--- src/rtl/cell_grid_pkg.sv ---
// rtl/cell_grid_pkg.sv - shared types and helpers for the cell grid sequencer
package cell_grid_pkg;

    typedef enum logic [1:0] {
        IDLE = 2'd0,
        LOAD = 2'd1,
        RUN  = 2'd2,
        DUMP = 2'd3
    } seq_state_t;

    // Row index width; a single-row grid still needs one bit of index.
    function automatic int row_idx_width(input int grid_height);
        if (grid_height <= 1) begin
            return 1;
        end
        return $clog2(grid_height);
    endfunction

endpackage

--- src/rtl/cell_grid_increment.sv ---
// rtl/cell_grid_increment.sv - combinational one-generation life step with dead border
module cell_grid_increment #(
    parameter int GRID_WIDTH  = 8,
    parameter int GRID_HEIGHT = 8
) (
    input  logic [GRID_WIDTH*GRID_HEIGHT-1:0] input_state,
    output logic [GRID_WIDTH*GRID_HEIGHT-1:0] next_state
);

    localparam int N_CELLS = GRID_WIDTH * GRID_HEIGHT;

    // Cells outside the grid read as dead, so patterns never wrap.
    function automatic logic cell_at(input logic [N_CELLS-1:0] g, input int x, input int y);
        logic [N_CELLS-1:0] sh;
        sh = '0;
        if (x < 0 || x >= GRID_WIDTH || y < 0 || y >= GRID_HEIGHT) begin
            return 1'b0;
        end
        sh = g >> (y * GRID_WIDTH + x);
        return sh[0];
    endfunction

    function automatic logic [3:0] neighbours(input logic [N_CELLS-1:0] g, input int x, input int y);
        logic [3:0] n;
        n = 4'd0;
        for (int dy = -1; dy <= 1; dy++) begin
            for (int dx = -1; dx <= 1; dx++) begin
                if (!(dx == 0 && dy == 0)) begin
                    n = n + {3'b000, cell_at(g, x + dx, y + dy)};
                end
            end
        end
        return n;
    endfunction

    // Birth on exactly three neighbours, survival on two or three.
    always_comb begin
        next_state = '0;
        for (int y = 0; y < GRID_HEIGHT; y++) begin
            for (int x = 0; x < GRID_WIDTH; x++) begin
                next_state[y * GRID_WIDTH + x] =
                    (neighbours(input_state, x, y) == 4'd3) ||
                    (cell_at(input_state, x, y) && (neighbours(input_state, x, y) == 4'd2));
            end
        end
    end

endmodule

--- src/rtl/cell_grid_sequencer.sv ---
// rtl/cell_grid_sequencer.sv - load, evolve and read back a life grid over row streams
module cell_grid_sequencer
    import cell_grid_pkg::*;
#(
    parameter int GRID_WIDTH  = 8,
    parameter int GRID_HEIGHT = 8,
    parameter int GEN_WIDTH   = 16
) (
    input  logic                  clk,
    input  logic                  rst,
    input  logic                  cmd_valid,
    output logic                  cmd_ready,
    input  logic [GEN_WIDTH-1:0]  cmd_gens,
    input  logic                  load_valid,
    output logic                  load_ready,
    input  logic [GRID_WIDTH-1:0] load_data,
    output logic                  out_valid,
    input  logic                  out_ready,
    output logic [GRID_WIDTH-1:0] out_data,
    output logic                  out_last,
    output logic                  busy
);

    localparam int                N_CELLS  = GRID_WIDTH * GRID_HEIGHT;
    localparam int                ROW_W    = row_idx_width(GRID_HEIGHT);
    localparam logic [ROW_W-1:0]  LAST_ROW = ROW_W'(GRID_HEIGHT - 1);

    seq_state_t            state_q;
    seq_state_t            state_d;
    logic [N_CELLS-1:0]    grid_q;
    logic [N_CELLS-1:0]    grid_next;
    logic [ROW_W-1:0]      row_q;
    logic [GEN_WIDTH-1:0]  gen_q;
    logic [GRID_WIDTH-1:0] row_data;
    logic                  at_last_row;

    assign at_last_row = (row_q == LAST_ROW);

    cell_grid_increment #(
        .GRID_WIDTH  (GRID_WIDTH),
        .GRID_HEIGHT (GRID_HEIGHT)
    ) u_increment (
        .input_state (grid_q),
        .next_state  (grid_next)
    );

    // State register.
    always_ff @(posedge clk or posedge rst) begin
        if (rst) begin
            state_q <= IDLE;
        end else begin
            state_q <= state_d;
        end
    end

    // Next-state decode; RUN leaves on the cycle whose decrement reaches zero.
    always_comb begin
        state_d = state_q;
        unique case (state_q)
            IDLE: if (cmd_valid) state_d = LOAD;
            LOAD: if (load_valid && at_last_row) state_d = (gen_q != '0) ? RUN : DUMP;
            RUN:  if (gen_q == GEN_WIDTH'(1)) state_d = DUMP;
            DUMP: if (out_ready && at_last_row) state_d = IDLE;
            default: state_d = IDLE;
        endcase
    end

    // Grid, row index and generation counter; the grid only changes in LOAD and RUN.
    always_ff @(posedge clk or posedge rst) begin
        if (rst) begin
            grid_q <= '0;
            row_q  <= '0;
            gen_q  <= '0;
        end else begin
            unique case (state_q)
                IDLE: begin
                    if (cmd_valid) begin
                        gen_q <= cmd_gens;
                        row_q <= '0;
                    end
                end
                LOAD: begin
                    if (load_valid) begin
                        for (int r = 0; r < GRID_HEIGHT; r++) begin
                            if (row_q == ROW_W'(r)) begin
                                grid_q[r*GRID_WIDTH +: GRID_WIDTH] <= load_data;
                            end
                        end
                        row_q <= at_last_row ? '0 : row_q + 1'b1;
                    end
                end
                RUN: begin
                    grid_q <= grid_next;
                    gen_q  <= gen_q - 1'b1;
                end
                DUMP: begin
                    if (out_ready) begin
                        row_q <= at_last_row ? '0 : row_q + 1'b1;
                    end
                end
                default: ;
            endcase
        end
    end

    // Row select for read-back.
    always_comb begin
        row_data = '0;
        for (int r = 0; r < GRID_HEIGHT; r++) begin
            if (row_q == ROW_W'(r)) begin
                row_data = grid_q[r*GRID_WIDTH +: GRID_WIDTH];
            end
        end
    end

    // Outputs depend only on state and row index, never on the matching valid.
    always_comb begin
        cmd_ready  = (state_q == IDLE);
        load_ready = (state_q == LOAD);
        out_valid  = (state_q == DUMP);
        out_data   = (state_q == DUMP) ? row_data : '0;
        out_last   = (state_q == DUMP) && at_last_row;
        busy       = (state_q != IDLE);
    end

endmodule

--- config.mk ---
export PLATFORM = sky130hd
export DESIGN_NAME = cell_grid_sequencer
export DESIGN_NICKNAME = d
export VERILOG_FILES = /design/src/rtl/cell_grid_pkg.sv /design/src/rtl/cell_grid_increment.sv /design/src/rtl/cell_grid_sequencer.sv
export SDC_FILE = /design/constraint.sdc
export NUM_CORES = 1
export LEC_CHECK = 0
export ABC_AREA = 1
export CORE_AREA = 3 3 177 179
export CTS_CLUSTER_DIAMETER = 80
export DETAILED_ROUTE_END_ITERATION = 10
export DIE_AREA = 0 0 180 182
export HOLD_SLACK_MARGIN = 0.15
export PLACE_DENSITY = 0.61
export SETUP_SLACK_MARGIN = 0.4
export SLEW_MARGIN = 20
export SYNTH_ARGS = -nofsm -noshare
export SYNTH_HDL_FRONTEND = slang
export SYNTH_SLANG_ARGS = --single-unit
--- constraint.sdc ---
create_clock -name clk -period 7.7 [get_ports clk]
set_input_delay 0.77 -clock clk [delete_from_list [all_inputs] [get_ports clk]]
set_output_delay 0.77 -clock clk [all_outputs]
set_load 0.05 [all_outputs]
==> impl_results.md <==
* Final wirelength at 33900 µm
* Synth Instances at 1646
* Antenna violation net count after detailed routing at 0
* Buffers on Ports at 41
* WP buf/inv at 3
* Critical setup path kind: reg2out
* RSZ-0062 raised after global routing: no
* Row count at 63
* Post-synth top area cell: fa_1
* Pins Over Slew Limit at 0
* Post-synth EDFFs at 0
* DR iter-0 viols at 610
* Fmax at 251 MHz
* CP top delay family: buffers and inverters
* Core area at 29700 µm²
* Final Hold Violating Endpoints at 0
* Commonest non-fill, non-tap cells in the layout: inv_1, nand2_1, fa_1, ha_1, nor2_1
* Via count at 10.6k
* Crit share post-route at 51.8%
* Worst-path clk slew at 0.07 ns
* Worst-path cell chain: inv_1, ha_1, nand2_1, o21ai_0, inv_1, nand2_1, nand2_1, a21oi_1, clkdlybuf4s50_1
* Sequential share of power at 41.3%
* Reg2Reg Depth at 13
* Total Power at 1.08 mW
* PwrDens at 74.4 nW/µm²
* Residual DRC at 0
* Root Buffer: clkbuf_16
* Post-route cell area at 14600 µm²
* Max incr delay on CP at 0.85 ns
* Hold depth at 2
* Initial antenna violation count at 0
* Largest net degree at the start of global routing at 61
* Hold Path Class: reg2reg
* Synth top area cells: fa_1, dfrtp_1, ha_1
* Ant. Diodes at 0
* Die width at 180 µm
* Most used cell, CP: nand2_1
* Drt wl/cell at 16.4 µm
* Met1 usage at 30.1%
* Layout cells sized above 1 at 2.44%
* Lkg Pwr at 8.09 nW
* Final setup vio count at 0
* Peak VDD IR at 0.107 mV
* Status: complete, no violations
* Vias in the first global route at 11.1k
* Reg-to-Reg Start: grid_q[42]
* Cts hold-fix bufs at 0
* Crit path depth at 9
* Top cell type's share of synthesized area at 29.4%
* WP data required at 6.93 ns
* DR pass1 iterations at 5
* Crit path DAT at 3.22 ns
* Clock Power Share at 53.6%
* Die height at 182 µm
* Sw power at 0.264 mW
* Commonest non-fill, non-tap cell in the layout: inv_1
* H-Tree Depth at 3
* Overflow after GRT at 0
* Finished Core Util at 49.1%
* Max_slew headroom at 39.0%
* Worst Skew at 0.00996 ns
* Setup tns final at 0 ns
* Startpoint types: flop
* Top Usage Layer GRT: met2
* Hpwl dp at 27000 µm
* Final nets at 2064
* Clock Sinks at 85
* Ys async rst share at 100%
* Dpl cell area at 14200 µm²
* Combinational Power Share at 5.1%
* Total die area at 32800 µm²
* Tightest Pin Transition at 0.915 ns
* Mapped cell area at 13400 µm²
* Min-delay src: gen_q[15]
* Avg Cell Area, Syn at 8.15 µm²
* Clk_lat worst skew at 0.36 ns
* CTS resizes at 0
* Routability Congestion at 0.849
* Sequential element share of the synthesized area at 15.9%
* Sw frac at 24.3%
* Crit end category: output pin
* Yosys cell types at 40
* Number of CTS-inserted buffers at 9
* Setup crit start: row_q[1]
* Starting Density at 45.1%
* Critical-path cell with the highest stage delay: clkdlybuf4s50_1
* GR Util met3 at 1.70%
* Synth Register Bits at 85
* Count of warnings emitted by yosys at 0
* Net count after synthesis at 2036
* P_int at 0.821 mW
* Vias/cell at 5.12
* Area delta synth->final at 8.72%
* Final min period at 3.99 ns
* # IOs at 42
* Crit Path Max Fanout at 18
* CTS tree: built
* Total setup buffers inserted after CTS at 0
* Most used flip-flop cell after synthesis: dfrtp_1
* Routing usage on met2 at 37.8%
* Clk buf depth at 2
* Max-cap violations at 0
* Gr usage total at 21.7%
* First-pass GRT wire length at 57600 µm
[path summary, 6_finish.rpt]
kind / endpoint / slack [ns]
max in group asynchronous: row_q[1] / 5.70
max: out_data[1] / 3.71
min in group asynchronous: grid_q[62] / 0.75
max reg2reg: grid_q[50] / 4.17
min reg2reg: gen_q[15] / 0.52
min: gen_q[15] / 0.52
[worst register-to-register path: cells and delay by family, from the launching register on]
kind	cells	cell delay (ns)
buffers and inverters	3	0.49
adders and majority gates	5	2.08
AOI/OAI and AO/OA	1	0.08
DFF	1	0.41
and+or+nand+nor	4	0.35
[synthesized netlist by cell type, drive strengths merged, types with 4 or more instances]
master	count
a21oi	55
a22oi	12
a31oi	26
a32oi	7
buf	21
clkbuf	9
dfrtp	85
fa	197
ha	164
inv	454
nand2	255
nand3	45
nand4	12
nor2	113
nor3	6
nor4	12
o211ai	28
o21ai	123
o22ai	4
xor2	6
[power groups by stage]
stage | clock (mW) | sequential (mW) | combinational (mW)
floorplan | 0 | 0.456 | 0.0304
global placement | 0 | 0.457 | 0.0544
detailed placement | 0 | 0.457 | 0.0546
CTS | 0.587 | 0.448 | 0.0552
global route | 0.606 | 0.448 | 0.0618
finish | 0.582 | 0.448 | 0.0549
[cells by family (layout without fill, tap and decap cells)]
family | after synthesis | after routing | synth area share [%]
simple gates | 448 | 448 | 13.7
xor+xnor | 6 | 6 | 0.392
fa+ha+maj | 361 | 361 | 44.7
buf+inv | 485 | 518 | 13.9
compound gates | 261 | 261 | 11.5
flops | 85 | 85 | 15.9
[layer usage]
metal / part of all wire (%) / vias to the layer above
li1: - / 5147
met1: 46 / 5225
met2: 49 / 197
met3: 3.7 / 26
met4: 1.3 / 0
met5: 0 / -
[sequential cells by signal, summed over array words and instances (netlist names)]
name	flops
gen_q	16
grid_q	64
row_q	3
state_q	2
[metrics by stage]
| stage | hold slack [ns] | setup slack [ns] | instances |
|---|---|---|---|
| floorplan | 0.471 | 4.50 | 1646 |
| CTS | 0.517 | 3.70 | 2069 |
| global placement | 0.488 | 4.15 | 2053 |
| detailed placement | 0.498 | 4.11 | 2053 |
| global route | 0.573 | 3.50 | 2069 |
| finish | 0.519 | 3.71 | 2069 |
[cell type report]
cell class / count / area [µm²]
fill: 2873 / 15100
multi-input combinational: 1076 / 9420
sequential: 85 / 2130
inverter: 455 / 1710
tap: 390 / 488
timing repair buffer: 47 / 455
clock buffer: 9 / 225
clock inverter: 7 / 146
(Power assumes the default switching activity.)
